$ cat src/rtl/addbit_pipe_if.sv
// addbit_pipe_if: valid/ready operand and result bundle for addbit_pipe.
// The adder connects to the slave modport and the producer/consumer side to the master modport.
interface addbit_pipe_if #(
    parameter int WIDTH = 8
);
    logic             in_valid;
    logic             in_ready;
    logic [WIDTH-1:0] a;
    logic [WIDTH-1:0] b;
    logic             ci;
    logic             out_valid;
    logic             out_ready;
    logic [WIDTH-1:0] sum;
    logic             co;
    logic             ovf;
    modport master (
        output in_valid, a, b, ci, out_ready,
        input  in_ready, out_valid, sum, co, ovf
    );
    modport slave (
        input  in_valid, a, b, ci, out_ready,
        output in_ready, out_valid, sum, co, ovf
    );
endinterface

$ cat src/rtl/addbit_pipe.sv
// addbit_pipe: WIDTH-bit pipelined ripple-carry adder, one register stage per STAGE_BITS slice.
// Define ADDBIT_PIPE_SAT_EN to saturate the final sum on signed overflow (co/ovf stay raw).
module addbit_pipe #(
    parameter int WIDTH      = 8,
    parameter int STAGE_BITS = 4
) (
    input logic          clk,
    input logic          rst,
    addbit_pipe_if.slave bus
);
    localparam int NSTAGES = (WIDTH + STAGE_BITS - 1) / STAGE_BITS;
    logic [WIDTH-1:0] a_s [NSTAGES];
    logic [WIDTH-1:0] b_s [NSTAGES];
    logic [WIDTH-1:0] s_s [NSTAGES];
    logic             c_s [NSTAGES];
    logic             o_s [NSTAGES];
    logic             v_s [NSTAGES];
    logic             stall;
    assign stall         = v_s[NSTAGES-1] & ~bus.out_ready;
    assign bus.in_ready  = ~stall;
    assign bus.out_valid = v_s[NSTAGES-1];
    assign bus.sum       = s_s[NSTAGES-1];
    assign bus.co        = c_s[NSTAGES-1];
    assign bus.ovf       = o_s[NSTAGES-1];
    for (genvar k = 0; k < NSTAGES; k++) begin : g_stage
        localparam int LO = k * STAGE_BITS;
        localparam int W  = (WIDTH - LO < STAGE_BITS) ? WIDTH - LO : STAGE_BITS;
`ifdef ADDBIT_PIPE_SAT_EN
        localparam bit               LAST = (k == NSTAGES - 1);
        localparam logic [WIDTH-1:0] MSB  = WIDTH'(1) << (WIDTH - 1);
`endif
        logic [WIDTH-1:0] a_x, b_x, s_x, s_d, a_q, b_q, s_q;
        logic             c_x, v_x, o_d, c_q, o_q, v_q;
        logic [W:0]       r;
        if (k == 0) begin : g_head
            assign a_x = bus.a;
            assign b_x = bus.b;
            assign s_x = '0;
            assign c_x = bus.ci;
            assign v_x = bus.in_valid;
        end else begin : g_link
            assign a_x = a_s[k-1];
            assign b_x = b_s[k-1];
            assign s_x = s_s[k-1];
            assign c_x = c_s[k-1];
            assign v_x = v_s[k-1];
        end
        // operands ride along in full so the last stage still sees both MSBs
        always_comb begin
            r = {1'b0, a_x[LO +: W]} + {1'b0, b_x[LO +: W]} + {{W{1'b0}}, c_x};
            s_d = s_x;
            s_d[LO +: W] = r[W-1:0];
            o_d = a_x[WIDTH-1] ^ b_x[WIDTH-1] ^ s_d[WIDTH-1] ^ r[W];
`ifdef ADDBIT_PIPE_SAT_EN
            s_d = (LAST && o_d) ? ({WIDTH{s_d[WIDTH-1]}} ^ MSB) : s_d;
`endif
        end
        always_ff @(posedge clk) begin
            if (rst) begin
                v_q <= 1'b0;
                c_q <= 1'b0;
                o_q <= 1'b0;
                a_q <= '0;
                b_q <= '0;
                s_q <= '0;
            end else if (!stall) begin
                v_q <= v_x;
                c_q <= r[W];
                o_q <= o_d;
                a_q <= a_x;
                b_q <= b_x;
                s_q <= s_d;
            end
        end
        assign a_s[k] = a_q;
        assign b_s[k] = b_q;
        assign s_s[k] = s_q;
        assign c_s[k] = c_q;
        assign o_s[k] = o_q;
        assign v_s[k] = v_q;
    end
endmodule

$ cat src/flat_wrapper.sv
// flat-port wrapper written by rule: the top's interface ports become plain ports
module addbit_pipe_flat 
#(
    parameter int WIDTH      = 8,
    parameter int STAGE_BITS = 4
)
  (clk, rst, bus_in_valid, bus_a, bus_b, bus_ci, bus_out_ready, bus_in_ready, bus_out_valid, bus_sum, bus_co, bus_ovf);
  addbit_pipe_if #(.WIDTH(WIDTH)) bus_i ();
  input logic clk;
  input logic rst;
  input wire logic [$bits(bus_i.in_valid)-1:0] bus_in_valid;
  input wire logic [$bits(bus_i.a)-1:0] bus_a;
  input wire logic [$bits(bus_i.b)-1:0] bus_b;
  input wire logic [$bits(bus_i.ci)-1:0] bus_ci;
  input wire logic [$bits(bus_i.out_ready)-1:0] bus_out_ready;
  output wire logic [$bits(bus_i.in_ready)-1:0] bus_in_ready;
  output wire logic [$bits(bus_i.out_valid)-1:0] bus_out_valid;
  output wire logic [$bits(bus_i.sum)-1:0] bus_sum;
  output wire logic [$bits(bus_i.co)-1:0] bus_co;
  output wire logic [$bits(bus_i.ovf)-1:0] bus_ovf;
  assign bus_i.in_valid = bus_in_valid;
  assign bus_i.a = bus_a;
  assign bus_i.b = bus_b;
  assign bus_i.ci = bus_ci;
  assign bus_i.out_ready = bus_out_ready;
  assign bus_in_ready = bus_i.in_ready;
  assign bus_out_valid = bus_i.out_valid;
  assign bus_sum = bus_i.sum;
  assign bus_co = bus_i.co;
  assign bus_ovf = bus_i.ovf;
  addbit_pipe #(.WIDTH(WIDTH), .STAGE_BITS(STAGE_BITS)) u_core (.clk(clk), .rst(rst), .bus(bus_i));
endmodule
$ cat config.mk
export PLATFORM = sky130hd
export DESIGN_NAME = addbit_pipe_flat
export DESIGN_NICKNAME = d
export VERILOG_FILES = /design/src/rtl/addbit_pipe_if.sv /design/src/rtl/addbit_pipe.sv /design/src/flat_wrapper.sv
export SDC_FILE = /design/constraint.sdc
export NUM_CORES = 1
export LEC_CHECK = 0
export ABC_AREA = 0
export BUFFER_PORTS_ARGS = -buffer_cell sky130_fd_sc_hd__buf_2
export CORE_MARGIN = 4
export CORE_UTILIZATION = 54
export DETAILED_ROUTE_END_ITERATION = 7
export PLACE_DENSITY = 0.82
export SLEW_MARGIN = 30
export SYNTH_ARGS = -nofsm -noshare
export SYNTH_HDL_FRONTEND = slang
export SYNTH_SLANG_ARGS = --single-unit
$ cat constraint.sdc
create_clock -name clk -period 3.3 [get_ports clk]
set_clock_uncertainty 0.2 [all_clocks]
set_input_delay 0.66 -clock clk [delete_from_list [all_inputs] [get_ports clk]]
set_output_delay 0.66 -clock clk [all_outputs]
set_load 0.005 [all_outputs]
# Word-level counts from Yosys, hierarchy flattened
# Cells that the tools add are included.
totals:
  word_cells: 19
  out_inout_bits: 12
  ff_bits: 33
  inputBits: 21
classes:
  n_bitwise: 6
  n_addsub: 4
ops:
  columns: ["cell", "n"]
  rows:
  - ["$add 4x4->5", 2]
  - ["$add 5x1->5", 2]
  - ["$xor 1x1->1", 3]
  - ["$not 1->1", 2]
  - ["$and 1x1->1", 1]

# Longest topological paths before layout
depth:
  depth_word: 4
  ltp_mapped: 7
  mapped_depth_nobuf: 7

# Least setup slack after synthesis
# OpenSTA, ideal clock, no wires.
synth_timing:
  path_kind: "input port to flip-flop"
  from: "input bus_ci"
  to: "register u_core.g_stage[0].s_q[1]"
  n_path_buf: 0
  t_required_ps: 3014
  setup_time_ps: 86
  path_slack_ps: 1291
  arrival_time_ps: 1723
  stages: 4
  path_cell_list: "fa_1 > inv_1 > fa_1 > a211oi_1"
synth_via:
  elab_chain_len: 1
synth_rtl:
  columns: ["item", "line_no", "rtl"]
  rows:
  - ["start: declaration", "flat_wrapper.sv:14", "input wire logic [$bits(bus_i.ci)-1:0] bus_ci;"]
  - ["$add 5x1->5", "addbit_pipe.sv:50", "r = {1'b0, a_x[LO +: W]} + {1'b0, b_x[LO +: W]} + {{W{1'b0}}, c_x};"]
  - ["end signal: assignment", "addbit_pipe.sv:65", "s_q <= '0;"]
  - ["end signal: assignment", "addbit_pipe.sv:72", "s_q <= s_d;"]
  - ["end: declaration", "addbit_pipe.sv:32", "logic [WIDTH-1:0] a_x, b_x, s_x, s_d, a_q, b_q, s_q;"]
# Every way passes these cells.
# A chain may end at the register's enable or synchronous reset.

# Worst setup path after layout
layout_timing:
  from: "input bus_out_ready"
  to: "output bus_in_ready"
layout_via:
  elab_chain_len: 3
layout_rtl:
  columns: ["item", "line_no", "rtl"]
  rows:
  - ["start: declaration", "flat_wrapper.sv:15", "input wire logic [$bits(bus_i.out_ready)-1:0] bus_out_ready;"]
  - ["$not 1->1", "addbit_pipe.sv:19", "assign stall = v_s[NSTAGES-1] & ~bus.out_ready;"]
  - ["$and 1x1->1", "addbit_pipe.sv:19", null]
  - ["$not 1->1", "addbit_pipe.sv:20", "assign bus.in_ready = ~stall;"]
  - ["end: declaration", "flat_wrapper.sv:16", "output wire logic [$bits(bus_i.in_ready)-1:0] bus_in_ready;"]
# Every way passes these cells.

==> flow_metrics.tcl <==
set metrics [dict create \
    hold_viol_final 0 \
    overflow 0 \
    postPlaceCellArea_um2 1310 \
    synth_flop_cell "dfxtp_1" \
    hold_path.class "flip-flop to flip-flop" \
    gp_congestion 0.722 \
    hold_ws_ns 0.258 \
    min_period_over_period 0.657 \
    portBuffers 32 \
    yosysUniqueCellTypes 25 \
    leakagePower_nw 0.640 \
    clock.fmax_mhz 461 \
    ys_ff_latch 25 \
    grt_max_degree 29 \
    r2r-end "u_core.bus.ovf" \
    tightest_slew_ns 0.439 \
    ant_nets 0 \
    arrival_ns 1.31 \
    cts_setup_buffers 0 \
    cts_tree "built" \
    numCtsBuffers 3 \
    synth_area_leaders "dfxtp_1 43%, nand2_1 10%, a21oi_1 8.7%" \
    die_area_um2 2950 \
    placementRows 16 \
    cts_root_buf "clkbuf_4" \
    grt_pass1_wl_um 3800 \
    drive_above_1_share 0.230 \
    die_x_um 54.3 \
    start_util 0.578 \
    synth_most_common_cell "nand2_1" \
    startpoint_type "input pin" \
    status "completed" \
    syn2layout_area_growth_pct 15.6 \
    whs_path_depth 2 \
    via_per_inst 5.01 \
    critPathRequiredTime_ns 2.44 \
    diodes 0 \
    ios 33 \
    yosysTopAreaCell "dfxtp_1" \
    via_count 962 \
    antenna_found_initial 0 \
    cts-resized-gates 0 \
    critPathKind "input pin to output pin" \
    tns_ns 0 \
    syn-cell-area_um2 1160 \
    clk_pin_slew_ns 0.12 \
    dp_hpwl_um 1750 \
    setup_violations 0 \
    drc 0 \
    die_h_um 54.3 \
    netlist_top_cells_count "31 x nand2_1, 25 x dfxtp_1, 20 x a21oi_1, 12 x nor2_1" \
    stdcell_area_um2 1340 \
    core_area_um2 2000 \
    rsz0062_at_grt "false" \
    clock_latency_ns 0.31 \
    cts_buffer_depth 2 \
    drt_iter0_markers 15 \
    max-cap-violations 0 \
    synth_fp_nets 167 \
    synth_edf_count 0 \
    ys_seq_area_frac 0.433 \
    grt_usage 0.179 \
    yosysWarnings 0 \
    ir_drop_mv 0.295 \
    slew_violations 0 \
    clock-sinks 25 \
    cts_max_level 1 \
    r2r_slack_ns 1.31 \
    total_power_uw 575 \
    wl_um 2260 \
    cp-startpoint "bus_out_ready" \
    synth_area_per_cell_um2 8.50 \
    hp-start "u_core.bus.sum[2]" \
    holdPathEnd "u_core.bus.sum[2]" \
    post-route-min-period_ns 2.17 \
    cts_hold_buffers 0 \
    max_slew_margin 0.707 \
    worstPathMaxFanout 26 \
    postSynthCellCount 136 \
    grt_pass1_vias 957 \
    wl_per_cell_um 11.8 \
    synth_top_area_frac 0.433 \
    layout.nets 197 \
    worstReg2RegStart "u_core.g_stage[0].c_q" \
    power_density_nw_per_um2 430 \
    crit_path_end_kind "output pin" \
    reg2reg_depth 7 \
    first_pass_iters 4 \
    async_flop_share 0 \
]
==> worst max-delay path by stage <==
stage / cells after the start / endpoint
2_1_floorplan: 4 / u_core.g_stage[0].s_q[1]
3_3_place_gp: 4 / bus_in_ready
3_5_place_dp: 8 / u_core.g_stage[0].s_q[2]
4_1_cts: 4 / bus_in_ready
5_1_grt: 4 / bus_in_ready
6_report: 4 / bus_in_ready
==> routing by layer <==
metal  global-route usage  up-vias  part of all wire
met5                    0        -                 0
met4               0.0539        0            0.0053
met3               0.0545        3             0.057
met2                0.357       20              0.55
met1                0.172      435              0.39
li1                     -      504                 -
==> power breakdown <==
part / internal, mW / switching, mW / total (mW)
logic: 0.0496 / 0.0523 / 0.102
clock network: 0.0473 / 0.0845 / 0.132
registers: 0.328 / 0.0136 / 0.341
==> stage by stage <==
stage	setup slack [ns]	cells	utilization
3_3_place_gp	1.14	188	0.654
5_1_grt	1.06	192	0.668
3_5_place_dp	1.06	188	0.654
4_1_cts	1.13	192	0.668
6_report	1.13	192	0.668
2_1_floorplan	1.29	136	-
==> sequential cells by signal (all words and copies together) (netlist names), 4 cells and up <==
| signal | flops |
|---|---|
| u_core.g_stage.b_q | 4 |
| u_core.g_stage.a_q | 4 |
| u_core.bus.sum | 8 |
| u_core.g_stage.s_q | 4 |
==> critical path, cell delays in order <==
cell and delay [ns]:
buf_2 0.10, nor2b_4 0.04, inv_2 0.31, buf_2 0.19
==> cell type report <==
class                      count  area (um^2)
clock buffer                   4         26.3
tap                           27         33.8
fill                         185          666
multi-input combinational     96          582
sequential                    25          500
inverter                       7         26.3
timing repair buffer          33          168
==> cell usage in the layout, fill, tap and decap left out <==
master and n:
a211oi_1 4, a21o_1 2, a21oi_1 20, buf_2 32
buf_4 1, clkbuf_1 1, clkbuf_4 3, dfxtp_1 25
fa_1 4, ha_1 6, inv_1 6, inv_2 1
nand2_1 31, nand2b_1 2, nand3_1 2, nand3b_1 2
nand4b_1 1, nor2_1 12, nor2b_1 2, nor2b_4 1
nor3_1 2, o21ai_0 1, o31ai_1 1, or4_1 1
xor2_1 2
==> kinds of logic (layout without fill, tap and decap cells) <==
kind of cell,count (synthesis),after routing,synth area share
AND/OR/NAND/NOR,56,56,0.218
AO/OA/AOI/OAI,28,28,0.136
flip-flops,25,25,0.433
buffers and inverters,15,44,0.0638
adder cells (fa/ha/maj),10,10,0.134
XOR/XNOR,2,2,0.0152
(Power assumes the default switching activity.)
